<file path="src/rtl/cap_pkg.sv">
// rtl/cap_pkg.sv - shared states, defaults and next-set-bit search for the capture scheduler
package cap_pkg;

  localparam int CAP_CNT_W_DEF = 16;

  typedef enum logic [1:0] {
    ST_IDLE = 2'd0,
    ST_HIGH = 2'd1,
    ST_LOW  = 2'd2,
    ST_DONE = 2'd3
  } cap_state_t;

  typedef struct packed {
    logic       found;
    logic [4:0] idx;
  } cap_next_t;

  // Lowest set bit at or above position 'from'; from=0 is the search-from-minus-one case.
  function automatic cap_next_t cap_find_next(input logic [31:0] mask, input logic [5:0] from);
    cap_next_t r;
    r = '0;
    for (int i = 31; i >= 0; i--) begin
      if (mask[i] && (i >= int'(from))) begin
        r.found = 1'b1;
        r.idx   = 5'(i);
      end
    end
    return r;
  endfunction

endpackage

</file>
<file path="src/rtl/cap_scheduler_if.sv">
// rtl/cap_scheduler_if.sv - host/config and probe-drive bundle; trig_out exists only with CAP_SCHED_TRIG_EN
interface cap_scheduler_if #(
  parameter int NUM_CAP = 4,
  parameter int CNT_W   = cap_pkg::CAP_CNT_W_DEF
);
  localparam int IDX_W = (NUM_CAP > 1) ? $clog2(NUM_CAP) : 1;

  logic               start;
  logic               abort;
  logic [NUM_CAP-1:0] cfg_mask;
  logic [CNT_W-1:0]   cfg_high;
  logic [CNT_W-1:0]   cfg_low;
  logic [CNT_W-1:0]   cfg_repeat;
  logic [NUM_CAP-1:0] probe_out;
  logic               busy;
  logic               done;
  logic [IDX_W-1:0]   cur_idx;
`ifdef CAP_SCHED_TRIG_EN
  logic               trig_out;

  modport master (output start, abort, cfg_mask, cfg_high, cfg_low, cfg_repeat,
                  input  probe_out, busy, done, cur_idx, trig_out);
  modport slave  (input  start, abort, cfg_mask, cfg_high, cfg_low, cfg_repeat,
                  output probe_out, busy, done, cur_idx, trig_out);
`else
  modport master (output start, abort, cfg_mask, cfg_high, cfg_low, cfg_repeat,
                  input  probe_out, busy, done, cur_idx);
  modport slave  (input  start, abort, cfg_mask, cfg_high, cfg_low, cfg_repeat,
                  output probe_out, busy, done, cur_idx);
`endif
endinterface

</file>
<file path="src/rtl/cap_next_idx.sv">
// rtl/cap_next_idx.sv - combinational finder for the next enabled cell above the current index
module cap_next_idx
  import cap_pkg::*;
#(
  parameter int NUM_CAP = 4,
  parameter int IDX_W   = 2
) (
  input  logic [NUM_CAP-1:0] i_mask,
  input  logic [IDX_W-1:0]   i_idx,
  input  logic               i_from_start,
  output logic [IDX_W-1:0]   o_idx,
  output logic               o_found
);

  logic [31:0] w_mask32;
  logic [5:0]  w_from;

  assign w_mask32 = 32'(i_mask);
  assign w_from   = i_from_start ? 6'd0 : (6'(i_idx) + 6'd1);

  assign o_found = cap_find_next(w_mask32, w_from).found;
  assign o_idx   = IDX_W'(cap_find_next(w_mask32, w_from).idx);

endmodule

</file>
<file path="src/rtl/cap_scheduler.sv">
// rtl/cap_scheduler.sv - pulse-train scheduler over masked capture cells; CAP_SCHED_TRIG_EN adds trig_out
module cap_scheduler
  import cap_pkg::*;
#(
  parameter int NUM_CAP = 4,
  parameter int CNT_W   = CAP_CNT_W_DEF
) (
  input  logic         clk,
  input  logic         rst_n,
  cap_scheduler_if.slave bus
);

  localparam int IDX_W = (NUM_CAP > 1) ? $clog2(NUM_CAP) : 1;

  cap_state_t         r_state;
  logic [NUM_CAP-1:0] r_probe;
  logic               r_busy;
  logic               r_done;
  logic [IDX_W-1:0]   r_cur_idx;
  logic [NUM_CAP-1:0] r_mask;
  logic [CNT_W-1:0]   r_h_m1, r_l_m1, r_r_m1;
  logic [CNT_W-1:0]   r_cnt, r_rep;
`ifdef CAP_SCHED_TRIG_EN
  logic               r_trig;
`endif

  logic [IDX_W-1:0]   w_first_idx, w_next_idx;
  logic               w_first_found, w_next_found;

  cap_next_idx #(.NUM_CAP(NUM_CAP), .IDX_W(IDX_W)) u_first (
    .i_mask(bus.cfg_mask), .i_idx('0), .i_from_start(1'b1),
    .o_idx(w_first_idx), .o_found(w_first_found)
  );

  cap_next_idx #(.NUM_CAP(NUM_CAP), .IDX_W(IDX_W)) u_next (
    .i_mask(r_mask), .i_idx(r_cur_idx), .i_from_start(1'b0),
    .o_idx(w_next_idx), .o_found(w_next_found)
  );

  // Zero-valued config fields behave as 1, so the terminal count is max(v,1)-1.
  function automatic logic [CNT_W-1:0] eff_m1(input logic [CNT_W-1:0] v);
    return (v == '0) ? '0 : v - CNT_W'(1);
  endfunction

  function automatic logic [NUM_CAP-1:0] onehot(input logic [IDX_W-1:0] i);
    return NUM_CAP'(1) << i;
  endfunction

  always_ff @(posedge clk or negedge rst_n) begin
    if (!rst_n) begin
      r_state   <= ST_IDLE;
      r_probe   <= '0;
      r_busy    <= 1'b0;
      r_done    <= 1'b0;
      r_cur_idx <= '0;
      r_mask    <= '0;
      r_h_m1    <= '0;
      r_l_m1    <= '0;
      r_r_m1    <= '0;
      r_cnt     <= '0;
      r_rep     <= '0;
`ifdef CAP_SCHED_TRIG_EN
      r_trig    <= 1'b0;
`endif
    end else if (bus.abort && (r_state != ST_IDLE)) begin
      r_state <= ST_IDLE;
      r_probe <= '0;
      r_busy  <= 1'b0;
      r_done  <= 1'b0;
      r_cnt   <= '0;
      r_rep   <= '0;
`ifdef CAP_SCHED_TRIG_EN
      r_trig  <= 1'b0;
`endif
    end else begin
`ifdef CAP_SCHED_TRIG_EN
      r_trig <= 1'b0;
`endif
      case (r_state)
        ST_IDLE: begin
          if (bus.start && !bus.abort) begin
            r_mask <= bus.cfg_mask;
            r_h_m1 <= eff_m1(bus.cfg_high);
            r_l_m1 <= eff_m1(bus.cfg_low);
            r_r_m1 <= eff_m1(bus.cfg_repeat);
            r_cnt  <= '0;
            r_rep  <= '0;
            r_busy <= 1'b1;
            if (w_first_found) begin
              r_state   <= ST_HIGH;
              r_cur_idx <= w_first_idx;
              r_probe   <= onehot(w_first_idx);
`ifdef CAP_SCHED_TRIG_EN
              r_trig    <= 1'b1;
`endif
            end else begin
              r_state <= ST_DONE;
              r_done  <= 1'b1;
            end
          end
        end
        ST_HIGH: begin
          if (r_cnt == r_h_m1) begin
            r_cnt   <= '0;
            r_probe <= '0;
            r_state <= ST_LOW;
          end else begin
            r_cnt <= r_cnt + CNT_W'(1);
          end
        end
        ST_LOW: begin
          if (r_cnt == r_l_m1) begin
            r_cnt <= '0;
            if (r_rep != r_r_m1) begin
              r_rep   <= r_rep + CNT_W'(1);
              r_state <= ST_HIGH;
              r_probe <= onehot(r_cur_idx);
`ifdef CAP_SCHED_TRIG_EN
              r_trig  <= 1'b1;
`endif
            end else if (w_next_found) begin
              r_rep     <= '0;
              r_cur_idx <= w_next_idx;
              r_state   <= ST_HIGH;
              r_probe   <= onehot(w_next_idx);
`ifdef CAP_SCHED_TRIG_EN
              r_trig    <= 1'b1;
`endif
            end else begin
              r_state <= ST_DONE;
              r_done  <= 1'b1;
            end
          end else begin
            r_cnt <= r_cnt + CNT_W'(1);
          end
        end
        ST_DONE: begin
          r_done  <= 1'b0;
          r_busy  <= 1'b0;
          r_state <= ST_IDLE;
        end
        default: r_state <= ST_IDLE;
      endcase
    end
  end

  assign bus.probe_out = r_probe;
  assign bus.busy      = r_busy;
  assign bus.done      = r_done;
  assign bus.cur_idx   = r_cur_idx;
`ifdef CAP_SCHED_TRIG_EN
  assign bus.trig_out  = r_trig;
`endif

endmodule

</file>
<file path="src/flat_wrapper.sv">
// flat-port wrapper written by rule: the top's interface ports become plain ports
module cap_scheduler_flat import cap_pkg::*;
#(
  parameter int NUM_CAP = 4,
  parameter int CNT_W   = CAP_CNT_W_DEF
)
  (clk, rst_n, bus_start, bus_abort, bus_cfg_mask, bus_cfg_high, bus_cfg_low, bus_cfg_repeat, bus_probe_out, bus_busy, bus_done, bus_cur_idx);
  cap_scheduler_if #(.NUM_CAP(NUM_CAP), .CNT_W(CNT_W)) bus_i ();
  input  logic clk;
  input  logic rst_n;
  input wire logic [$bits(bus_i.start)-1:0] bus_start;
  input wire logic [$bits(bus_i.abort)-1:0] bus_abort;
  input wire logic [$bits(bus_i.cfg_mask)-1:0] bus_cfg_mask;
  input wire logic [$bits(bus_i.cfg_high)-1:0] bus_cfg_high;
  input wire logic [$bits(bus_i.cfg_low)-1:0] bus_cfg_low;
  input wire logic [$bits(bus_i.cfg_repeat)-1:0] bus_cfg_repeat;
  output wire logic [$bits(bus_i.probe_out)-1:0] bus_probe_out;
  output wire logic [$bits(bus_i.busy)-1:0] bus_busy;
  output wire logic [$bits(bus_i.done)-1:0] bus_done;
  output wire logic [$bits(bus_i.cur_idx)-1:0] bus_cur_idx;
  assign bus_i.start = bus_start;
  assign bus_i.abort = bus_abort;
  assign bus_i.cfg_mask = bus_cfg_mask;
  assign bus_i.cfg_high = bus_cfg_high;
  assign bus_i.cfg_low = bus_cfg_low;
  assign bus_i.cfg_repeat = bus_cfg_repeat;
  assign bus_probe_out = bus_i.probe_out;
  assign bus_busy = bus_i.busy;
  assign bus_done = bus_i.done;
  assign bus_cur_idx = bus_i.cur_idx;
  cap_scheduler #(.NUM_CAP(NUM_CAP), .CNT_W(CNT_W)) u_core (.clk(clk), .rst_n(rst_n), .bus(bus_i));
endmodule
</file>
<file path="config.mk">
export PLATFORM = sky130hd
export DESIGN_NAME = cap_scheduler_flat
export DESIGN_NICKNAME = d
export VERILOG_FILES = /design/src/rtl/cap_pkg.sv /design/src/rtl/cap_scheduler_if.sv /design/src/rtl/cap_next_idx.sv /design/src/rtl/cap_scheduler.sv /design/src/flat_wrapper.sv
export SDC_FILE = /design/constraint.sdc
export NUM_CORES = 1
export LEC_CHECK = 0
export ABC_AREA = 1
export CORE_MARGIN = 3
export CORE_UTILIZATION = 58
export CTS_CLUSTER_DIAMETER = 120
export DETAILED_ROUTE_END_ITERATION = 10
export GPL_TIMING_DRIVEN = 0
export PLACE_DENSITY_LB_ADDON = 0.2
export SYNTH_ARGS = -nofsm -noshare
export SYNTH_HDL_FRONTEND = slang
export SYNTH_HIERARCHICAL = 1
export SYNTH_SLANG_ARGS = --single-unit
</file>
<file path="constraint.sdc">
create_clock -name clk -period 2.8 [get_ports clk]
set_clock_uncertainty 0.05 [all_clocks]
set_input_delay 0.84 -clock clk [delete_from_list [all_inputs] [get_ports clk]]
set_output_delay 0.84 -clock clk [all_outputs]
set_load 0.05 [all_outputs]
</file>
==> impl_metrics.json, run 1 <==
{
  "wire_per_inst_um": 13.3,
  "cpPeakStageDelay_ns": 0.61,
  "tightest_slew_ns": 0.629,
  "io_buffer_count": 63,
  "end_kind": "flip-flop",
  "drive_gt1_share_pct": 6.60,
  "initial_core_util_pct": 61.0,
  "synth_area_per_cell_sq_um": 7.00,
  "ant_nets": 0,
  "gp_congestion": 0.958,
  "hold_path.class": "in2async",
  "rows": 37,
  "cts_tree": "built",
  "cts_buffer_depth": 2,
  "diodes": 0,
  "globalRouteOverflowTotal": 0,
  "maxSlewViolCount": 0,
  "p_leak_uw": 0.00367,
  "setup_viol": 0,
  "dieArea_sq_um": 12400,
  "max_cap_violations": 0,
  "root_buffer": "clkbuf_8",
  "post-route-cell-area_sq_um": 7530,
  "dr.pass1.iters": 5,
  "synth_edf_count": 0,
  "antenna_found_initial": 0,
  "routed_wl_mm": 15.3,
  "grt_pass1_wl_mm": 25.8,
  "fillers": 919,
  "netlist_instances": 923,
  "syn_area_sq_um": 6460,
  "clk_pin_slew_worst_paths_ns": 0.09,
  "place_area_sq_um": 7330,
  "ys_seq_elements": 94,
  "via_per_inst": 5.34,
  "finalCritPeriodShare_pct": 93.3,
  "fin_setup_tns_ns": 0,
  "numCtsBuffers": 9,
  "clkSinkCount": 94,
  "start_kind": "input port",
  "worst_skew_pair.late_latency_ns": 0.39,
  "worstPathMaxFanout": 10,
  "status": "complete, no violations",
  "synthArstFlopShare_pct": 100,
  "grt_max_degree": 68,
  "ir_drop_v": 0.000621,
  "relSlewSlack_pct": 58.1,
  "synth_flop_cell": "dfrtp_1",
  "crit_slowest_cell": "clkdlybuf4s50_1",
  "grt_pass1_vias": 5669,
  "dp_hpwl_mm": 12.0,
  "required_ns": 3.06,
  "layout.nets": 1080,
  "yosysWarnings": 6,
  "grtUsageTotal_pct": 25.2,
  "crit_family": "buffers and inverters",
  "drt-initial-drc-count": 421,
  "area_growth_pct": 16.6,
  "crit_top_cell": "clkbuf_1",
  "critical_path_class": "in2reg",
  "cts.htree.levels": 3,
  "die_h_um": 112,
  "p_per_area_nw_per_um2": 748,
  "hold_violations": 0,
  "crit_arrival_ns": 2.87,
  "ys_seq_area_share_pct": 36.4,
  "routed-via-count": 6148,
  "crit_buf_inv": 4,
  "rsz0062_at_grt": "false",
  "die_width_um": 112,
  "core_area_sq_um": 10600,
  "ioPinCount": 64,
  "fmax_ghz": 0.383,
  "period_minus_slack_ns": 2.61,
  "path_cells": "clkdlybuf4s50_1, nor3_2, inv_2, clkbuf_1, clkbuf_1, nand2_1, o21ai_0",
  "synth_cell_types": 45,
  "drc": 0
}
per-layer routing:
layer / routed length, um / GRT usage [%] / vias to the layer above
li1: - / - / 3141
met5: 0 / 0 / -
met2: 7120 / 41.1 / 146
met3: 708 / 4.73 / 38
met4: 558 / 11.1 / 0
met1: 6920 / 32.9 / 2823
sequential cells by signal, indices dropped and copies added, names as in the netlist:
| signal | cells |
|---|---|
| u_core/bus.done | 1 |
| u_core/r_cnt | 16 |
| u_core/r_state | 2 |
| u_core/bus.probe_out | 4 |
| u_core/r_l_m1 | 16 |
| u_core/bus.busy | 1 |
| u_core/r_h_m1 | 16 |
| u_core/r_r_m1 | 16 |
| u_core/bus.cur_idx | 2 |
| u_core/r_rep | 16 |
| u_core/r_mask | 4 |
Yosys cell counts (all sizes together), types with 16 or more instances:
library cell,n,area [sq um]
inv,95,362
nand3,69,358
xnor2,17,149
dfrtp,94,2350
xor2,52,455
nor3,33,175
o22ai,16,100
a21oi,22,118
nand2,259,1010
nor2,128,512
o21ai,54,274
area by class of cell:
class                      count  area [sq um]  share of cell area (%)
clock buffer                  10           138                    1.83
timing repair buffer          64           656                    8.70
sequential                    94          2350                    31.2
inverter                      96           365                    4.85
clock inverter                 6          61.3                   0.814
tap                          136           170                    2.26
buffer                        22           105                    1.39
multi-input combinational    723          3690                    48.9
report_power, final:
group	internal, uW	total [uW]	switching [uW]	leakage [uW]
registers	1800	2130	338	0.00122
logic	946	2570	1630	0.00235
clock network	434	926	492	0.000102
per-stage QoR:
stage / hold slack (ns) / setup slack (ns) / power, uW / std cells / util [%]
after floorplan: 0.386 / 0.502 / 3970 / 935 / -
after global placement: 0.400 / -2.62 / 4640 / 1134 / 68.9
after detailed placement: 0.406 / -0.232 / 4710 / 1135 / 69.2
after CTS: 0.318 / 0.173 / 5650 / 1151 / 71.1
after global routing: 0.340 / 0.0101 / 6100 / 1151 / 71.1
final: 0.328 / 0.189 / 5630 / 1151 / 71.1
cells in the final DEF (no fill, tap or decap), drive strengths merged, types with 2 or more instances in the layout:
master         instances
a31oi                  4
clkinv                 5
nand3                 69
ha                    14
nand2                259
xnor2                 17
and2                   2
a21oi                 22
xor2                  52
clkdlybuf4s50         62
nor3                  33
dfrtp                 94
or2                    9
nand4                 14
buf                   11
clkbuf                23
nor2                 128
nand3b                 4
inv                   95
a22o                   3
o22ai                 16
nor4                   2
conb                  14
a21boi                 2
o21ai                 54
repair_timing:
action                                  4_1_cts  5_1_grt
gates resized for setup                       0        2
endpoints found under the setup margin        0        7
hold buffers                                  0        0
setup buffers                                 0        0
logic make-up (layout without fill, tap and decap cells):
| family | after synthesis | after routing | synth area share, % |
|---|---|---|---|
| AOI/OAI and AO/OA | 105 | 105 | 9.21 |
| xor gates and xnor gates | 69 | 69 | 9.35 |
| adders and majority gates | 14 | 14 | 2.71 |
| buffers and inverters | 118 | 198 | 7.26 |
| DFF | 94 | 94 | 36.4 |
| other | 2 | 14 | 0.116 |
| and+or+nand+nor | 521 | 521 | 35.0 |
worst paths after layout:
| kind | from | end | slack (ns) | depth (start not counted) |
|---|---|---|---|---|
| worst max-delay path | bus_abort | u_core/r_h_m1[1] | 0.19 | 7 |
| worst min-delay path | rst_n | u_core/r_rep[15] | 0.33 | 1 |
| worst max register to register | u_core/r_state[0] | u_core/r_r_m1[6] | 0.38 | 9 |
| worst min register to register | u_core/r_mask[0] | u_core/r_mask[0] | 0.42 | 2 |
| max in group asynchronous | rst_n | u_core/r_h_m1[1] | 1.73 | 2 |
| min in group clk | u_core/r_mask[0] | u_core/r_mask[0] | 0.42 | 2 |
worst reg2reg max path, delay by kind of cell (launching register included):
kind	cells	cell delay, ns
buffers and inverters	5	0.78
AO/OA/AOI/OAI	2	0.57
flip-flops	1	0.41
adder cells (fa/ha/maj)	1	0.27
AND/OR/NAND/NOR	1	0.25
(Power assumes the default switching activity.)
==> inputs of run 2 (changes only) <==
--- a/config.mk
+++ b/config.mk
@@ -12,6 +12,7 @@
 export DETAILED_ROUTE_END_ITERATION = 10
 export GPL_TIMING_DRIVEN = 0
 export PLACE_DENSITY_LB_ADDON = 0.2
+export SKIP_LAST_GASP = 1
 export SYNTH_ARGS = -nofsm -noshare
 export SYNTH_HDL_FRONTEND = slang
 export SYNTH_HIERARCHICAL = 1
==> results of run 2 <==
No change in the layout: final DEF, timing and power equal those of run 1.
